$ cat src/rtl/clk_div_prog.sv
// Runtime-programmable clock divider: square wave or strobe output plus terminal tick.
// Divisor reloads go through a shadow register and take effect only on a period boundary.
module clk_div_prog #(
    parameter int unsigned    W         = 32,
    parameter logic [W-1:0]   D_DEFAULT = W'(25000000)
) (
    input  logic         cin,
    input  logic         rst_n,
    input  logic         en,
    input  logic         sync_clr,
    input  logic         mode,
    input  logic [W-1:0] div_in,
    input  logic         div_load,
    output logic         cout,
    output logic         tick,
    output logic         pend,
    output logic [W-1:0] div_act
);

    // A zero divisor is meaningless; store it as 1 everywhere it can land.
    localparam logic [W-1:0] D_RST = (D_DEFAULT == '0) ? W'(1) : D_DEFAULT;

    logic [W-1:0] count;
    logic [W-1:0] shadow;
    logic         mode_q;

    logic [W-1:0] ld_val_c;
    logic         restart_c;
    logic         term_c;

    assign ld_val_c  = (div_in == '0) ? W'(1) : div_in;
    // A mode change restarts the period exactly like sync_clr.
    assign restart_c = sync_clr | (mode ^ mode_q);
    // >= so a count stranded above a shrunken divisor wraps at once.
    assign term_c    = en & (count >= (div_act - W'(1)));

    always_ff @(posedge cin or negedge rst_n) begin
        if (!rst_n) begin
            count   <= '0;
            shadow  <= D_RST;
            div_act <= D_RST;
            mode_q  <= 1'b0;
            cout    <= 1'b0;
            tick    <= 1'b0;
            pend    <= 1'b0;
        end else begin
            mode_q <= mode;
            if (restart_c) begin
                count <= '0;
                cout  <= 1'b0;
                tick  <= 1'b0;
                if (div_load) begin
                    div_act <= ld_val_c;
                    pend    <= 1'b0;
                end else if (pend) begin
                    div_act <= shadow;
                    pend    <= 1'b0;
                end
            end else if (!en) begin
                // Frozen: no boundary to glitch, so a pending divisor applies now.
                tick <= 1'b0;
                if (div_load) begin
                    shadow <= ld_val_c;
                    pend   <= 1'b1;
                end else if (pend) begin
                    div_act <= shadow;
                    pend    <= 1'b0;
                end
            end else if (term_c) begin
                count <= '0;
                tick  <= 1'b1;
                cout  <= mode ? 1'b1 : ~cout;
                if (div_load) begin
                    div_act <= ld_val_c;
                    pend    <= 1'b0;
                end else if (pend) begin
                    div_act <= shadow;
                    pend    <= 1'b0;
                end
            end else begin
                count <= count + W'(1);
                tick  <= 1'b0;
                cout  <= mode ? 1'b0 : cout;
                if (div_load) begin
                    shadow <= ld_val_c;
                    pend   <= 1'b1;
                end
            end
        end
    end

endmodule

$ cat config.mk
export PLATFORM = sky130hd
export DESIGN_NAME = clk_div_prog
export DESIGN_NICKNAME = d
export VERILOG_FILES = /design/src/rtl/clk_div_prog.sv
export SDC_FILE = /design/constraint.sdc
export NUM_CORES = 1
export LEC_CHECK = 0
export CAP_MARGIN = 20
export CELL_PAD_IN_SITES_DETAIL_PLACEMENT = 1
export CELL_PAD_IN_SITES_GLOBAL_PLACEMENT = 1
export CORE_ASPECT_RATIO = 1.5
export CORE_MARGIN = 3
export CORE_UTILIZATION = 40
export DETAILED_ROUTE_END_ITERATION = 16
export PLACE_DENSITY = 0.81
export SLEW_MARGIN = 30
export SYNTH_ARGS = -nofsm -noshare
export SYNTH_HDL_FRONTEND = slang
export SYNTH_SLANG_ARGS = --single-unit
$ cat constraint.sdc
create_clock -name cin -period 10.8 [get_ports cin]
set_input_delay 3.24 -clock cin [delete_from_list [all_inputs] [get_ports cin]]
set_output_delay 3.24 -clock cin [all_outputs]
set_load 0.02 [all_outputs]
==> load_flow_metrics.sql, run 1 <==
INSERT INTO impl_metrics (metric_group, metric, value, unit) VALUES
('clock_tree', 'cts_hold_buffers', '0', ''),
('yosys', 'synth_edf_count', '0', ''),
('global_routing', 'grt_antenna_before_repair', '0', ''),
('yosys', 'mappedNetlistNets', '671', ''),
('clock_tree', 'post_cts.resized_instances', '0', ''),
('clock_tree', 'clk_root_buffer_cell', 'clkbuf_16', ''),
('worst_setup_path', 'worst-path-stages', '8', ''),
('global_routing', 'grt_pass1_wl', '27.4', 'mm'),
('yosys', 'post_synth.cell_area_avg', '9.88', 'um^2'),
('sta', 'timing.fmax', '181', 'MHz'),
('sta', 'setup-violations-final', '0', ''),
('global_routing', 'global_route.usage.total', '20.6', '%'),
('power_and_ir_drop', 'pwr_density_cell', '150', 'nW/um^2'),
('sta', 'final.min_clock_period', '5520', 'ps'),
('drt', 'dr.pass1.iters', '4', ''),
('sta', 'rsz0062_at_grt', 'false', ''),
('clock_tree', 'clock_sinks', '100', ''),
('yosys', 'top_cells_by_count_synth', 'dfrtp_1 (76), nor2_1 (60), xnor2_1 (39)', ''),
('worst_setup_path', 'critical_path_buf_inv_count', '3', ''),
('global_routing', 'gr_layer_usage_met3', '1.95', '%'),
('clock_tree', 'worst_skew_pair.late_latency', '350', 'ps'),
('finish', 'drive_gt1_share', '13.2', '%'),
('sta', 'slew_headroom', '40.7', '%'),
('power_and_ir_drop', 'total_power', '1.07', 'mW'),
('power_and_ir_drop', 'ir_worst_vdd', '0.0672', 'mV'),
('drt', 'initialDrtViolationCount', '184', ''),
('yosys', 'yosys_warnings', '0', ''),
('clock_tree', 'cts_made_buffers', '9', ''),
('drt', 'wl_per_cell', '19.2', 'um'),
('die', 'num_rows', '53', ''),
('worst_setup_path', 'critPathCaptureType', 'register', ''),
('yosys', 'synthArstFlopShare', '100', '%'),
('die', 'die-area', '16300', 'um^2'),
('die', 'coreArea', '14300', 'um^2'),
('drt', 'detailroute.via_count', '4870', ''),
('global_routing', 'use_met2', '38.8', '%'),
('yosys', 'synth.ff_latch_count', '100', ''),
('yosys', 'synth_ff_type', 'dfrtp_1', ''),
('worst_setup_path', 'timing.critical_path.to', 'shadow[2]$_DFFE_PN0P_', ''),
('die', 'floorplan.initialDensity', '41.5', '%'),
('yosys', 'synth_seq_area_share', '42.8', '%'),
('finish', 'fillCellCount', '1599', ''),
('worst_setup_path', 'worst-endpoint-arrival', '5750', 'ps'),
('run_status', 'outcome', 'completed', ''),
('worst_setup_path', 'setup.worst_path.start_class', 'input pin', ''),
('finish', 'num-nets-final', '735', ''),
('worst_setup_path', 'critical_path_cell_list', 'clkdlybuf4s50_1, inv_1, or2_2, o22ai_1, a311o_1, nor2_2, buf_4, mux2_2', ''),
('hold_path', 'timing.hold.worst.class', 'register to register', ''),
('finish', 'flow.area_growth_from_synthesis', '20.0', '%'),
('worst_setup_path', 'worst_path_largest_cell_delay', '680', 'ps'),
('worst_setup_path', 'worstSetupStartpoint', 'en', ''),
('worst_setup_path', 'crit-reg2reg-launch', 'div_act[0]$_DFFE_PN0P_', ''),
('finish', 'sequential_cell_area', '2530', 'um^2'),
('worst_setup_path', 'timing_worst_setup_path_type', 'input pin to register', ''),
('clock_tree', 'cts_max_path_buffers', '2', ''),
('drt', 'final_antenna_net_count', '0', ''),
('sta', 'timing_max_transition_violations_final', '0', ''),
('yosys', 'synth_area_leader_cell', 'dfrtp_1', ''),
('worst_setup_path', 'cp_max_fo', '32', ''),
('drt', 'post_drt_via_cell_ratio', '5.66', ''),
('sta', 'skew', '9.07', 'ps'),
('yosys', 'synthDistinctLibCells', '54', ''),
('sta', 'total_negative_setup_slack', '0', 'ps'),
('global_routing', 'globalRoute.totalOverflow', '0', ''),
('worst_setup_path', 'crit_family', 'buffers and inverters', ''),
('clock_tree', 'post-cts-setup-buffers', '0', ''),
('global_routing', 'grt_pass1_vias', '5194', ''),
('die', 'chip_height', '155', 'um'),
('yosys', 'synthMostInstantiatedCell', 'dfrtp_1', ''),
('yosys', 'syn-cell-area', '5920', 'um^2'),
('finish', 'n_antenna_cell', '0', '');
-- cell usage in the layout, fill, tap and decap left out, types with 21 or more instances in the layout --
cell             Yosys  layout
dfrtp_1             76      76
xnor2_1             39      39
nand4_1             21      21
ha_1                34      34
mux2_2              27      27
clkdlybuf4s50_1      0      71
inv_1               38      38
nor2_1              60      60
o21ai_0             37      37
nand3_1             21      21
nand2_1             22      22
a22oi_1             32      32
dfstp_2             24      24
nand3b_1            33      33
-- area by class of cell --
| type | count | area share, % |
|---|---|---|
| Timing Repair Buffer | 78 | 10.7 |
| Inverter | 38 | 2.01 |
| Clock buffer | 11 | 3.58 |
| Tap cell | 192 | 3.38 |
| Clock inverter | 5 | 0.564 |
| Multi-Input combinational cell | 436 | 44.1 |
| Sequential cell | 100 | 35.7 |
-- power by group --
group / switching (mW) / total (mW) / leakage, nW / internal, mW
clock: 0.150 / 0.324 / 0.146 / 0.173
combinational: 0.135 / 0.259 / 1.57 / 0.123
sequential: 0.0450 / 0.483 / 1.21 / 0.438
-- cells by family after synthesis --
| kind of cell | synth area share [%] |
|---|---|
| mux | 6.09 |
| buf+inv | 4.65 |
| fa+ha+maj | 7.19 |
| flops | 42.8 |
| compound gates | 11.5 |
| xor+xnor | 8.73 |
| simple gates | 19.0 |
-- state kept, by name, indices dropped and copies added (netlist names) --
register,flops
pend,1
mode_q,1
tick,1
cout,1
div_act,32
count,32
shadow,32
-- how the worst min path moves through the flow --
stage	slack, ps	from	cells after the start	endpoint
2_1_floorplan	450	shadow[10]$_DFFE_PN0P_	1	shadow[10]$_DFFE_PN0P_
3_5_place_dp	480	shadow[10]$_DFFE_PN0P_	1	shadow[10]$_DFFE_PN0P_
4_1_cts	500	shadow[10]$_DFFE_PN0P_	1	shadow[10]$_DFFE_PN0P_
5_1_grt	510	shadow[27]$_DFFE_PN0P_	1	shadow[27]$_DFFE_PN0P_
3_3_place_gp	460	shadow[27]$_DFFE_PN0P_	1	shadow[27]$_DFFE_PN0P_
6_report	490	shadow[10]$_DFFE_PN0P_	1	shadow[10]$_DFFE_PN0P_
-- per-layer routing --
metal / share of wire, % / vias to the layer above / wire length (um)
li1: - / 2267 / -
met1: 41 / 2501 / 6800
met2: 54 / 80 / 9000
met3: 2.7 / 22 / 453
met4: 1.7 / 0 / 275
met5: 0 / - / 0
-- per-stage QoR --
step	area (um^2)	instances	worst slack [ps]	util, %	hold slack (ps)
2_1_floorplan	5920	599	5850	-	448
3_3_place_gp	6810	844	5040	47.7	458
3_5_place_dp	6810	844	4960	47.7	479
4_1_cts	7100	860	5300	49.8	496
5_1_grt	7100	860	5120	49.8	515
6_report	7100	860	5280	49.8	493
Power figures use the tool's default switching activity.
==> run 2, diff against run 1 <==
Settings changed: PLACE_DENSITY 0.81 to 0.84.
Clock period 10.8 ns to 4.6 ns, I/O delays scaled along.
==> run 2 against run 1 <==
- sequential cell count unchanged
- die area stayed put
- combinational power rose by 150%
- first-iteration DRC count up 7.6%
- sequential power grew 140%
- critical path type is now register to register
- via count rose by 2.9%
- core utilization up 1.5 points
==> load_flow_metrics.sql, run 2 (synthesized netlist as in run 1, its figures left out) <==
INSERT INTO impl_metrics (metric_group, metric, value, unit) VALUES
('clock_tree', 'clock_sinks', '100', ''),
('clock_tree', 'clk_root_buffer_cell', 'clkbuf_16', ''),
('drt', 'post_drt_via_cell_ratio', '5.73', ''),
('power_and_ir_drop', 'total_power', '2.52', 'mW'),
('global_routing', 'grt_pass1_vias', '5635', ''),
('die', 'coreArea', '14300', 'um^2'),
('placement', 'hpwlAfterDp', '12.7', 'mm'),
('worst_setup_path', 'cp_max_fo', '16', ''),
('drt', 'detailroute.via_count', '5011', ''),
('global_routing', 'grt_max_degree', '65', ''),
('clock_tree', 'cts_tree', 'built', ''),
('sta', 'timing_worst_slew_pin_value', '668', 'ps'),
('finish', 'final_core_occ', '51.3', '%'),
('power_and_ir_drop', 'leakagePower', '3.01', 'nW'),
('clock_tree', 'cts_made_buffers', '9', ''),
('placement', 'routabilityCongestion', '0.901', ''),
('clock_tree', 'cts.clk_slew.worst_paths', '80', 'ps'),
('finish', 'num-nets-final', '749', ''),
('global_routing', 'grt_pass1_wl', '28.6', 'mm'),
('die', 'die-area', '16300', 'um^2'),
('placement', 'setup_ws_pre_cts', '-94.3', 'ps'),
('sta', 'skew', '11.5', 'ps'),
('worst_setup_path', 'critPathCaptureType', 'register', ''),
('drt', 'wl_per_cell', '20.5', 'um'),
('clock_tree', 'cts.htree.levels', '3', ''),
('sta', 'finalWorstSetupSlack', '167', 'ps'),
('run_status', 'outcome', 'completed', ''),
('finish', 'top_regs', 'count (32), div_act (32), shadow (32)', ''),
('sta', 'hold_violations', '0', ''),
('finish', 'layout_commonest_cell', 'dfrtp_1', ''),
('power_and_ir_drop', 'switching_share', '32.2', '%'),
('power_and_ir_drop', 'p_sw', '814', 'uW'),
('placement', 'io_buffers', '72', ''),
('clock_tree', 'cts_hold_buffers', '0', ''),
('sta', 'slew_headroom', '55.4', '%'),
('power_and_ir_drop', 'power.internal', '1.71', 'mW'),
('drt', 'finalWirelength', '18.0', 'mm'),
('power_and_ir_drop', 'ir_worst_vdd', '0.178', 'mV'),
('global_routing', 'global_route.usage.total', '21.5', '%'),
('sta', 'timing.final.crit_share', '96.4', '%'),
('finish', 'n_antenna_cell', '0', ''),
('sta', 'timing_max_transition_violations_final', '0', ''),
('finish', 'flow.area_growth_from_synthesis', '23.7', '%'),
('hold_path', 'hp-start', 'shadow[10]$_DFFE_PN0P_', ''),
('die', 'chip_height', '155', 'um'),
('drt', 'drc', '0', ''),
('power_and_ir_drop', 'pwr_density_cell', '345', 'nW/um^2'),
('worst_setup_path', 'worst_ep_required_time', '4840', 'ps'),
('drt', 'final_antenna_net_count', '0', ''),
('global_routing', 'grt_antenna_before_repair', '0', ''),
('drt', 'initialDrtViolationCount', '198', ''),
('finish', 'drive_gt1_share', '16.4', '%'),
('flow_run', 'drv_cap', '0', ''),
('sta', 'timing.fmax', '226', 'MHz'),
('worst_setup_path', 'timing_worst_setup_path_type', 'register to register', ''),
('worst_setup_path', 'setup.worst_path.start_class', 'register', ''),
('die', 'floorplan.initialDensity', '41.5', '%'),
('sta', 'setup-violations-final', '0', ''),
('worst_setup_path', 'worstSetupStartpoint', 'div_act[0]$_DFFE_PN0P_', ''),
('power_and_ir_drop', 'share_clk_of_total_power', '29.3', '%'),
('global_routing', 'globalRoute.totalOverflow', '0', ''),
('worst_setup_path', 'worst-endpoint-arrival', '4680', 'ps'),
('die', 'num_rows', '53', ''),
('power_and_ir_drop', 'combPwrFrac', '25.4', '%'),
('die', 'die-width', '105', 'um'),
('die', 'top_level_ports', '73', ''),
('clock_tree', 'cts_max_path_buffers', '2', ''),
('hold_path', 'timing.hold.worst.class', 'register to register', ''),
('clock_tree', 'worst_skew_pair.late_latency', '350', 'ps'),
('worst_setup_path', 'crit-reg2reg-launch', 'div_act[0]$_DFFE_PN0P_', ''),
('sta', 'final.min_clock_period', '4430', 'ps'),
('worst_setup_path', 'ff2ff_setup_slack', '170', 'ps'),
('power_and_ir_drop', 'power.share.sequential', '45.3', '%'),
('drt', 'dr.pass1.iters', '4', ''),
('finish', 'top_library_cells_by_usage_in_the_layout_fill_and_taps_aside', 'dfrtp_1 (76), clkdlybuf4s50_1 (71), nor2_1 (60)', '');
## run 2: cell types whose count changed in the layout (fill, tap and decap cells not counted), sizes merged
cell | before | now
clkinv | 2 | 3
inv | 41 | 42
bufbuf | 0 | 1
clkbuf | 11 | 9
buf | 7 | 19
a311o | 2 | 3
## run 2: per-stage QoR
stage	cell area [um^2]	cells	setup TNS [ps]	hold WS (ps)
after floorplan	5920	599	0	448
after global placement	6870	849	0	458
after detailed placement	6880	849	-2160	485
after CTS	7220	867	0	502
after global routing	7320	874	-156	519
final	7320	874	0	500
## run 2: critical path: stages, from the launching register on
cell and delay (ps):
dfrtp_1 390, inv_1 110, ha_2 230, nor4b_4 230, nand4_1 210, or2_4 300, buf_4 140, nor4_1 410
xnor2_1 200, ha_1 280, nand4_1 220, nor3_1 100, a221oi_2 280, o22ai_1 110, a311o_1 330, nor2_4 140
bufbuf_16 310, mux2_2 340
## run 2: worst paths after layout
check	end	cells after the start
min in group asynchronous	div_act[7]$_DFFE_PN0P_	1
hold reg to reg	shadow[10]$_DFFE_PN0P_	1
setup reg to reg	shadow[17]$_DFFE_PN0P_	17
hold / removal	shadow[10]$_DFFE_PN0P_	1
max in group asynchronous	shadow[13]$_DFFE_PN1P_	2
setup / recovery	shadow[17]$_DFFE_PN0P_	17
## run 2: cell type report
class / instances / area, um^2
fillers: 1594 / 6940
multi-input cells: 437 / 3210
flip-flops and latches: 100 / 2530
repair buffers: 91 / 918
well taps: 192 / 240
clock buffers: 9 / 225
inverters: 38 / 143
clock inverters: 7 / 55.1
## run 2: power groups by stage
stage	Clock (mW)	Combinational, mW	Sequential [mW]
detailed placement	0	0.613	1.15
global route	0.790	0.693	1.16
global placement	0	0.582	1.14
CTS	0.745	0.629	1.14
floorplan	0	0.307	1.18
finish	0.739	0.642	1.14
## run 2: timing repair
| action | 4_1_cts | 5_1_grt |
|---|---|---|
| buffers inserted | 1 | 6 |
| pin swaps | 2 | 8 |
| endpoints found under the setup margin | 64 | 64 |
| cloned | 1 | 1 |
| resized for setup | 5 | 11 |
## run 2: layer usage
metal  GRT usage [%]  vias to the layer above  share of wire, %
li1                -                     2300                 -
met1            24.3                     2556                38
met2            39.9                      108                55
met3            2.66                       47               3.1
met4            10.1                        0               3.7
met5               0                        -                 0
==> RTL edit: new RTL, flow settings as in run 2 <==
Register the output `tick` once more, cleared by the reset; this adds one clock of latency there. The other outputs are not delayed to match.
--- a/src/rtl/clk_div_prog.sv
+++ b/src/rtl/clk_div_prog.sv
@@ -20,6 +20,8 @@
     // A zero divisor is meaningless; store it as 1 everywhere it can land.
     localparam logic [W-1:0] D_RST = (D_DEFAULT == '0) ? W'(1) : D_DEFAULT;
 
+    logic tick_s0;
+
     logic [W-1:0] count;
     logic [W-1:0] shadow;
     logic         mode_q;
@@ -41,14 +43,14 @@
             div_act <= D_RST;
             mode_q  <= 1'b0;
             cout    <= 1'b0;
-            tick    <= 1'b0;
+            tick_s0 <= 1'b0;
             pend    <= 1'b0;
         end else begin
             mode_q <= mode;
             if (restart_c) begin
                 count <= '0;
                 cout  <= 1'b0;
-                tick  <= 1'b0;
+                tick_s0 <= 1'b0;
                 if (div_load) begin
                     div_act <= ld_val_c;
                     pend    <= 1'b0;
@@ -58,7 +60,7 @@
                 end
             end else if (!en) begin
                 // Frozen: no boundary to glitch, so a pending divisor applies now.
-                tick <= 1'b0;
+                tick_s0 <= 1'b0;
                 if (div_load) begin
                     shadow <= ld_val_c;
                     pend   <= 1'b1;
@@ -68,7 +70,7 @@
                 end
             end else if (term_c) begin
                 count <= '0;
-                tick  <= 1'b1;
+                tick_s0 <= 1'b1;
                 cout  <= mode ? 1'b1 : ~cout;
                 if (div_load) begin
                     div_act <= ld_val_c;
@@ -79,7 +81,7 @@
                 end
             end else begin
                 count <= count + W'(1);
-                tick  <= 1'b0;
+                tick_s0 <= 1'b0;
                 cout  <= mode ? 1'b0 : cout;
                 if (div_load) begin
                     shadow <= ld_val_c;
@@ -89,5 +91,13 @@
         end
     end
 
+    always_ff @(posedge cin or negedge rst_n) begin
+        if (!rst_n) begin
+            tick <= '0;
+        end else begin
+            tick <= tick_s0;
+        end
+    end
+
 endmodule
 
Formal check against the unedited RTL: not equivalent (a bounded check fails within 4 cycles, from zero or initial values and one cycle with rst_n low).
==> RTL edit against run 2 <==
The flow now finishes with violations (negative setup slack); count of clock-buffer cells in the layout rose by 1; routed wire length up 4.7%; clock skew is 0.0017 ns higher; design area is 1.6% higher; synthesized area is 1.6% lower; power increased by 4.8%; core utilization increased by 1.3 points; setup slack got worse by 0.29 ns; sequential share of layout area is 0.20 points lower; via count decreased by 2.0%; critical path type unchanged; fmax fell by 6.2%; sequential cell count rose by 1.
==> RTL edit: results (changes against run 2) <==
| Stage | Item | Value | Delta |
|:---|:---|:---|:---|
| outcome | Run status | finished with violations | was complete, no violations |
| outcome | Violated checks | negative setup slack |  |
| sta | Fin Hold WS | 0.358 ns | was 0.500 ns |
| placement | Pre-CTS setup slack | -0.236 ns | was -0.0943 ns |
| grt | Pin count of the biggest net entering global routing | 43 | was 65 |
| grt | Vias in the first global route | 5324 | was 5635 |
| power and ir drop | Maximum VDD drop | 0.175 mV | was 0.178 mV |
| detailed routing | Routed metal-1 wirelength | 7200 um | was 6910 um |
| worst setup path | Crit Reg-Reg Endpoint | shadow[6] | was shadow[17] |
| grt | First-pass GRT wire length | 27700 um | was 28600 um |
| worst setup path | CP arrival | 5.01 ns | was 4.68 ns |
| sta | Final-report setup violation count | 65 | was 0 |
| detailed routing | Routed wire per std cell | 21.9 um | was 20.5 um |
| synth | Synthesized instance count | 570 | was 599 |
| placement | Global placement routability congestion | 0.863 | was 0.901 |
| worst hold path | Source of the worst hold timing path | tick_s0 | was shadow[10] |
| placement | Placed cell count | 833 | was 849 |
| detailed routing | Vias per cell | 5.71 | was 5.73 |
| layout | Filler-free cell count of the finished design | 860 | was 874 |
| grt | Gr usage total | 21.6% | was 21.5% |
| layout | Final #Nets | 735 | was 749 |
| detailed routing | Met2 wire length | 10400 um | was 9830 um |
| sta | Worst Slack Setup Final | -0.124 ns | was 0.167 ns |
| placement | Post-detailed-placement half-perimeter wirelength | 12400 um | was 12700 um |
| detailed routing | Length of routed met3 wiring | 481 um | was 552 um |
==> RTL edit: cell count changes after synthesis, sizes merged, moves of 4 or more <==
cell,delta
o21ai,+4
or3,+5
a22oi,-32
nand2,+8
a2bb2oi,+31
nand4,-13
inv,-33
xor2,+11
xnor2,-9
==> RTL edit: metrics by stage <==
stage	TNS [ns]	cell area (um2)
floorplan	0	5830
global placement	0	6910
detailed placement	-7.53	6910
CTS	0	7270
global route	-14.79	7440
finish	-4.30	7440
==> RTL edit: power by group through the flow <==
stage          combinational (uW)  sequential (uW)  clock, uW
3_3_place_gp                  582             1150          0
5_1_grt                       704             1170        879
6_report                      660             1160        824
3_5_place_dp                  614             1160          0
4_1_cts                       628             1150        823
2_1_floorplan                 284             1190          0
==> RTL edit: final cells by class <==
class                      count  area [um2]
multi-input combinational    439        3240
clock inverter                 6        77.6
inverter                       5        18.8
fill                        1547        6690
clock buffer                  10         239
timing repair buffer         107        1070
tap                          192         240
sequential                   101        2560
==> RTL edit: cells by family (layout without fill, tap and decap cells) <==
kind of cell	after synthesis	in the layout	synth area share (%)
simple gates	211	211	19.7
xor+xnor	61	61	9.17
flops	101	101	43.9
fa+ha+maj	34	34	7.30
buf+inv	30	128	2.40
mux	32	32	6.18
compound gates	101	101	11.4
==> RTL edit: worst max-delay path by stage <==
stage	endpoint	slack (ns)	depth (start not counted)	startpoint
global route	div_act[17]	-0.28	16	div_act[10]
CTS	shadow[7]	0.002	16	div_act[10]
global placement	shadow[23]	0.02	16	div_act[10]
floorplan	shadow[23]	0.06	17	div_act[10]
detailed placement	shadow[7]	-0.24	16	div_act[10]
finish	shadow[6]	-0.12	16	div_act[10]
==> RTL edit: worst reg2reg max path, stage by stage, from the launching register on <==
cell and delay, ns:
sky130_fd_sc_hd__dfrtp_1 0.40, sky130_fd_sc_hd__or3_4 0.40, sky130_fd_sc_hd__or3_4 0.34, sky130_fd_sc_hd__buf_4 0.15, sky130_fd_sc_hd__nor3_1 0.30, sky130_fd_sc_hd__nand3_1 0.28, sky130_fd_sc_hd__nor4_1 0.42, sky130_fd_sc_hd__xnor2_1 0.13
sky130_fd_sc_hd__ha_1 0.29, sky130_fd_sc_hd__nand4_1 0.23, sky130_fd_sc_hd__nor4_4 0.27, sky130_fd_sc_hd__nand2_1 0.15, sky130_fd_sc_hd__a311o_1 0.38, sky130_fd_sc_hd__and3_4 0.22, sky130_fd_sc_hd__and2_4 0.19, sky130_fd_sc_hd__clkbuf_16 0.19
sky130_fd_sc_hd__mux2_1 0.32
==> RTL edit: layer usage <==
layer	GRT usage, %	up-vias
met5	0	-
met4	8.94	0
met3	3.11	50
met2	40.9	126
met1	23.9	2493
li1	-	2241
